$ cat src/rtl/multicycle_main_control.sv
// Main control FSM for the multicycle RV32I datapath: sequences fetch/decode/execute/
// memory/writeback, handshakes with a variable-latency memory and traps bad opcodes.
module multicycle_main_control #(
  parameter logic [3:0] RESET_STATE = 4'd0
) (
  input  logic       clk,
  input  logic       rst_n,
  input  logic [6:0] op,
  input  logic [2:0] funct3,
  input  logic       zero,
  input  logic       mem_ready,
  output logic       mem_req,
  output logic       adr_src,
  output logic       mem_write,
  output logic       ir_write,
  output logic       pc_write,
  output logic       reg_write,
  output logic [1:0] result_src,
  output logic [1:0] alu_src_a,
  output logic [1:0] alu_src_b,
  output logic [1:0] alu_op,
  output logic [2:0] imm_src,
  output logic       illegal_instr,
  output logic [3:0] state_o
);

  typedef enum logic [3:0] {
    S_FETCH    = 4'd0,
    S_DECODE   = 4'd1,
    S_MEMADR   = 4'd2,
    S_MEMREAD  = 4'd3,
    S_MEMWB    = 4'd4,
    S_MEMWRITE = 4'd5,
    S_EXECR    = 4'd6,
    S_EXECI    = 4'd7,
    S_LUI      = 4'd8,
    S_JAL      = 4'd9,
    S_ALUWB    = 4'd10,
    S_BEQ      = 4'd11,
    S_TRAP     = 4'd12
  } state_t;

  localparam logic [6:0] OP_LOAD  = 7'b0000011;
  localparam logic [6:0] OP_STORE = 7'b0100011;
  localparam logic [6:0] OP_R     = 7'b0110011;
  localparam logic [6:0] OP_I     = 7'b0010011;
  localparam logic [6:0] OP_BEQ   = 7'b1100011;
  localparam logic [6:0] OP_JAL   = 7'b1101111;
  localparam logic [6:0] OP_LUI   = 7'b0110111;

  state_t state_q, state_d;

  logic       mem_req_c, adr_src_c, mem_write_c, ir_write_c, pc_write_c, reg_write_c;
  logic       illegal_c;
  logic [1:0] result_src_c, alu_src_a_c, alu_src_b_c, alu_op_c;
  logic [2:0] imm_src_c;

  always_ff @(posedge clk or negedge rst_n) begin
    if (!rst_n) state_q <= state_t'(RESET_STATE);
    else        state_q <= state_d;
  end

  always_comb begin
    state_d      = state_q;
    mem_req_c    = 1'b0;
    adr_src_c    = 1'b0;
    mem_write_c  = 1'b0;
    ir_write_c   = 1'b0;
    pc_write_c   = 1'b0;
    reg_write_c  = 1'b0;
    illegal_c    = 1'b0;
    result_src_c = 2'b00;
    alu_src_a_c  = 2'b00;
    alu_src_b_c  = 2'b00;
    alu_op_c     = 2'b00;
    unique case (state_q)
      S_FETCH: begin
        mem_req_c    = 1'b1;
        alu_src_b_c  = 2'b10;
        result_src_c = 2'b10;
        ir_write_c   = mem_ready;
        pc_write_c   = mem_ready;
        if (mem_ready) state_d = S_DECODE;
      end
      S_DECODE: begin
        // Precompute branch/jump target into ALUOut while the opcode is decoded.
        alu_src_a_c = 2'b01;
        alu_src_b_c = 2'b01;
        case (op)
          OP_LOAD, OP_STORE: state_d = S_MEMADR;
          OP_R:              state_d = S_EXECR;
          OP_I:              state_d = S_EXECI;
          OP_BEQ:            state_d = S_BEQ;
          OP_JAL:            state_d = S_JAL;
          OP_LUI:            state_d = S_LUI;
          default:           state_d = S_TRAP;
        endcase
      end
      S_MEMADR: begin
        alu_src_a_c = 2'b10;
        alu_src_b_c = 2'b01;
        state_d     = (op == OP_LOAD) ? S_MEMREAD : S_MEMWRITE;
      end
      S_MEMREAD: begin
        mem_req_c = 1'b1;
        adr_src_c = 1'b1;
        if (mem_ready) state_d = S_MEMWB;
      end
      S_MEMWB: begin
        result_src_c = 2'b01;
        reg_write_c  = 1'b1;
        state_d      = S_FETCH;
      end
      S_MEMWRITE: begin
        mem_req_c   = 1'b1;
        adr_src_c   = 1'b1;
        mem_write_c = 1'b1;
        if (mem_ready) state_d = S_FETCH;
      end
      S_EXECR: begin
        alu_src_a_c = 2'b10;
        alu_op_c    = 2'b10;
        state_d     = S_ALUWB;
      end
      S_EXECI: begin
        // addi immediate bit 30 must not be mistaken for the SUB selector.
        alu_src_a_c = 2'b10;
        alu_src_b_c = 2'b01;
        alu_op_c    = (funct3 == 3'b000) ? 2'b00 : 2'b10;
        state_d     = S_ALUWB;
      end
      S_LUI: begin
        alu_src_a_c = 2'b11;
        alu_src_b_c = 2'b01;
        alu_op_c    = 2'b11;
        state_d     = S_ALUWB;
      end
      S_JAL: begin
        alu_src_a_c = 2'b01;
        alu_src_b_c = 2'b10;
        pc_write_c  = 1'b1;
        state_d     = S_ALUWB;
      end
      S_ALUWB: begin
        reg_write_c = 1'b1;
        state_d     = S_FETCH;
      end
      S_BEQ: begin
        alu_src_a_c = 2'b10;
        alu_op_c    = 2'b01;
        pc_write_c  = zero;
        state_d     = S_FETCH;
      end
      S_TRAP: begin
        illegal_c = 1'b1;
      end
      default: state_d = S_TRAP;
    endcase
  end

  always_comb begin
    imm_src_c = 3'b000;
    case (op)
      OP_STORE: imm_src_c = 3'b001;
      OP_BEQ:   imm_src_c = 3'b010;
      OP_JAL:   imm_src_c = 3'b011;
      OP_LUI:   imm_src_c = 3'b100;
      default:  imm_src_c = 3'b000;
    endcase
  end

  // Reset forces every output low immediately, independent of the clock.
  assign mem_req       = rst_n & mem_req_c;
  assign adr_src       = rst_n & adr_src_c;
  assign mem_write     = rst_n & mem_write_c;
  assign ir_write      = rst_n & ir_write_c;
  assign pc_write      = rst_n & pc_write_c;
  assign reg_write     = rst_n & reg_write_c;
  assign illegal_instr = rst_n & illegal_c;
  assign result_src    = rst_n ? result_src_c : 2'b00;
  assign alu_src_a     = rst_n ? alu_src_a_c  : 2'b00;
  assign alu_src_b     = rst_n ? alu_src_b_c  : 2'b00;
  assign alu_op        = rst_n ? alu_op_c     : 2'b00;
  assign imm_src       = rst_n ? imm_src_c    : 3'b000;
  assign state_o       = rst_n ? 4'(state_q)  : 4'd0;

endmodule

$ cat config.mk
export PLATFORM = sky130hd
export DESIGN_NAME = multicycle_main_control
export DESIGN_NICKNAME = d
export VERILOG_FILES = /design/src/rtl/multicycle_main_control.sv
export SDC_FILE = /design/constraint.sdc
export NUM_CORES = 1
export LEC_CHECK = 0
export CAP_MARGIN = 20
export CORE_UTILIZATION = 42
export DETAILED_ROUTE_END_ITERATION = 8
export GPL_ROUTABILITY_DRIVEN = 0
export PLACE_DENSITY_LB_ADDON = 0.08
export SYNTH_ARGS = -nofsm -noshare
export SYNTH_HDL_FRONTEND = slang
export SYNTH_SLANG_ARGS = --single-unit
$ cat constraint.sdc
create_clock -name clk -period 3.6 [get_ports clk]
set_input_delay 0.72 -clock clk [delete_from_list [all_inputs] [get_ports clk]]
set_output_delay 0.72 -clock clk [all_outputs]
set_load 0.01 [all_outputs]
; ---- Word-level counts from Yosys, hierarchy flattened
; Cells that the tools add are included.
[classes]
n_eq_ne = 22
muxes = 25
n_bitwise = 8
n_reduce_logical = 13
[ops]
columns = operator, n
row1 = 4-bit one-hot mux with 8 select lines, 1
row2 = 4-bit one-hot mux with 6 select lines, 1
row3 = 7-bit by 6-bit == test with 1-bit output (second input constant), 3
row4 = 4-bit == test (second input constant), 5
row5 = 4-bit by 3-bit == test with 1-bit output (second input constant), 4
row6 = 4-bit 2-to-1 mux, 4
row7 = 7-bit == test (second input constant), 2
row8 = 3-bit one-hot mux with 4 select lines, 1
row9 = 4-bit OR reduction, 3
row10 = 2-bit 2-to-1 mux, 5
row11 = 2-bit OR reduction, 5
row12 = 4-bit by 2-bit == test with 1-bit output (second input constant), 2
row13 = 2-bit one-hot mux with 2 select lines, 2
row14 = 2-bit one-hot mux with 4 select lines, 1
row15 = 1-bit bitwise AND, 7
row16 = 7-bit by 2-bit == test with 1-bit output (second input constant), 1
row17 = 7-bit by 5-bit == test with 1-bit output (second input constant), 1
row18 = 1-bit 2-to-1 mux, 6
row19 = 3-bit 2-to-1 mux, 2
row20 = 2-bit inequality test (second input constant), 3
row21 = 2-bit one-hot mux with 3 select lines, 1
row22 = 3-bit OR reduction, 2
row23 = 4-bit by 1-bit == test with 1-bit output (second input constant), 1
row24 = 4-bit logical NOT, 1
row25 = other kinds (4), 4
[totals]
register_bits = 4
inputBits = 14
output_inout_bits = 22
word_cells = 69

; ---- Depth between registers and ports, before layout
[depth]
depth_word = 4
depth_mapped = 7
ltp_nobuf = 5

; ---- Least setup slack after synthesis
; OpenSTA, ideal clock, no wires.
[synth_timing]
path_kind = input to output
start = in op[5]
end = out imm_src[1]
t_arrival_ns = 1.460
t_required_ns = 2.880
setup_slack_ns = 1.420
cell_stages = 4
n_path_buf = 0
path_cell_list = nor2b_1 nand2_1 or3_1 nor2_1
[synth_between]
elab_chain_cells = 3
elab_cells_between_ends = 6
classes_between = 4 x eq/ne / 2 x mux
[synth_rtl]
columns = element, line_no
row1 = start: declaration, 8  ; input logic [6:0] op,
row2 = 7-bit by 6-bit == test with 1-bit output or 7-bit == test (tied branches), 163  ; case (op)
row3 = 3-bit one-hot mux with 4 select lines *, 163
row4 = 3-bit 2-to-1 mux *, 184  ; assign imm_src = rst_n ? imm_src_c : 3'b000;
row5 = end: declaration, 22  ; output logic [2:0] imm_src,
; Mark *: on every way between the ends. The rest lies on a longest branch, timed or not.

; ---- Final worst setup path
[layout_timing]
start = in op[5]
end = out imm_src[0]
; Same word-level chain as after synthesis.

==> impl_metrics.py <==
metrics = {
    "finish": {
        "syn_to_final_growth_pct": 49.3,
        "final_nets": 161,
        "largest_reg_flops": 4,
        "nFillCells": 137,
        "multi_input_area_um2": 546,
        "drive_above_1_share": 0.0552,
        "final_util": 0.693,
        "reg_top3": "state_q: 4 flops",
        "register_area_um2": 100,
        "largest-register": "state_q",
        "antenna_cells": 0,
    },
    "cts": {
        "htreeDepth": 1,
        "cts_buffers": 3,
        "clkLatencyLatePin_ps": 240,
        "clockBufferDepth": 2,
        "cts_resized": 0,
        "clock-root-buffer": "clkbuf_4",
        "clk_pin_slew_worst_paths_ps": 40,
        "cts_sinks": 4,
        "hold_buffers": 0,
        "post_cts_buffers": 0,
        "cts_tree": "built",
    },
    "global_route": {
        "grt_pass1_vias": 719,
        "track_usage": 0.213,
        "grt_max_degree": 23,
        "overflow": 0,
        "antenna_found_initial": 0,
        "grt_pass1_wl_um": 3120,
    },
    "critical_path": {
        "path_class": "in2out",
        "cp.buffers_inverters": 2,
        "r2r_start": "state_q[2]$_DFFE_PN0P_",
        "critPathTopFamily": "buffers and inverters",
        "crit_top_cell": "clkdlybuf4s50_1",
        "max_stage_delay_ps": 560,
        "reg2reg_depth": 5,
        "startpoint_type": "input pin",
        "crit_arrival_ps": 2590,
        "worstSetupPathDepth": 7,
        "crit_path_max_fanout": 6,
        "cp-end-kind": "output pin",
        "rrSetupSlack_ps": 1790,
        "cp.required_ps": 2880,
        "crit_path_top_delay_cell": "clkdlybuf4s50_1",
        "path_cells": "clkdlybuf4s50_1 > nor2b_1 > nand2_1 > nor3_1 > a21oi_1 > nor2_1 > clkdlybuf4s50_1",
        "reg2reg_to": "state_q[2]$_DFFE_PN0P_",
    },
    "synth": {
        "netlist_instances": 114,
        "synth-seq-cells": 4,
        "synth_area_um2": 716,
        "yosys.area.top_type_share": 0.140,
        "synth_cell_types": 35,
        "synth.avg_cell_area_um2": 6.28,
        "yosysTopAreaCell": "dfrtp_1",
        "syn_nets": 128,
        "yosys-top-cells-count": "nor2_1 (18), a21oi_1 (13), nand2_1 (12), nor3_1 (7)",
        "ys_seq_area_frac": 0.140,
        "ys_warn_count": 0,
        "synth-async-reset-ratio": 1.00,
        "synth_area_leaders": "dfrtp_1 (14%), nor2_1 (9.4%), a21oi_1 (9.1%)",
        "yosysMostFrequentCell": "nor2_1",
        "ys.flop_type": "dfrtp_1",
        "synth-edff-count": 0,
    },
    "sta": {
        "worst_pin_slew_ps": 601,
        "min_period_ps": 3310,
        "setup_viol": 0,
        "grt_setup_unrepaired": "false",
        "clock-skew-final_ps": 1.22,
        "finalHoldViolCount": 0,
        "fin_crit_sh": 0.919,
        "fin_setup_tns_ps": 0,
        "timing.fmax_mhz": 302,
        "max_slew_margin": 0.599,
        "finalMaxSlewViolations": 0,
    },
    "power_and_ir_drop": {
        "peakVddDrop_v": 0.000524,
        "power_leakage_nw": 0.385,
        "p_per_area_nw_per_um2": 639,
    },
    "die": {
        "die-area_um2": 1870,
        "start_util": 0.464,
        "io_pins": 36,
        "dieWidth_um": 43.3,
        "rows": 14,
        "core_um2": 1540,
        "die_h_um": 43.3,
    },
    "place": {
        "hpwl_um": 1490,
        "port_buffers": 35,
    },
    "detailed_routing": {
        "wirelength_um": 1980,
        "drtPass1Iterations": 4,
        "routed_via_density": 5.67,
        "drcViolationCount": 0,
        "vias": 913,
        "wire_per_inst_um": 12.3,
        "first_iter_violations": 25,
        "antenna_left": 0,
    },
    "run": {
        "drv_cap": 0,
    },
    "worst_hold_path": {
        "min_path_type": "in2async",
    },
    "status": {
        "status": "complete, no violations",
    },
}
==> per-stage QoR <==
stage	worst slack, ps	power, mW	instance area (um^2)	cells	hold slack (ps)
after global routing	177	0.743	1070	161	829
after floorplan	1420	0.474	716	114	424
final	292	0.683	1070	161	783
after CTS	300	0.686	1070	161	771
after detailed placement	302	0.626	1050	158	801
after global placement	370	0.616	1050	158	798
==> report_power, final <==
group / switching [mW] / internal, mW / total, mW / leakage, nW
Clock: 0.0187 / 0.0373 / 0.0561 / 0.0138
Sequential: 0.0878 / 0.0654 / 0.153 / 0.0500
Combinational: 0.220 / 0.254 / 0.474 / 0.322
==> kinds of logic (layout without fill, tap and decap cells) <==
family | Yosys count | after routing | share of synthesized area
buffers and inverters | 13 | 44 | 0.0979
AND/OR/NAND/NOR | 66 | 66 | 0.484
AO/OA/AOI/OAI | 28 | 28 | 0.241
flip-flops | 4 | 4 | 0.140
XOR/XNOR | 3 | 3 | 0.0367
==> worst max path at each step <==
stage                from          to  slack [ps]
floorplan           op[5]  imm_src[1]        1420
global placement    op[5]  imm_src[1]         370
detailed placement  op[5]  imm_src[1]         300
CTS                 op[5]  imm_src[1]         300
global route        rst_n    ir_write         180
finish              op[5]  imm_src[0]         290
==> per-layer routing <==
metal | routed length [um] | track usage | vias to the layer above
li1 | - | - | 465
met1 | 892 | 0.312 | 414
met2 | 966 | 0.334 | 32
met3 | 99 | 0.00426 | 2
met4 | 22 | 0.0727 | 0
met5 | 0 | 0 | -
==> layout make-up <==
| class | count | share of cell area |
|---|---|---|
| tap | 16 | 0.0187 |
| timing repair buffer | 37 | 0.342 |
| sequential | 4 | 0.0937 |
| clock buffer | 3 | 0.0211 |
| inverter | 4 | 0.0141 |
| multi-input combinational | 97 | 0.511 |
==> cell usage in the layout (no fill, tap or decap), types with 2 or more instances in the layout <==
cell type	n
clkdlybuf4s50_1	35
nor2_1	18
a21oi_1	13
nand2_1	12
nor3_1	7
nand2b_1	5
and2_1	4
nor3b_1	4
dfrtp_1	4
inv_1	3
or3_1	3
nand3b_1	3
o21ai_0	3
clkbuf_4	3
nor2b_1	2
xnor2_1	2
o21a_1	2
nor4b_1	2
a31oi_1	2
o21ai_1	2
buf_4	2
(Power assumes the default switching activity.)
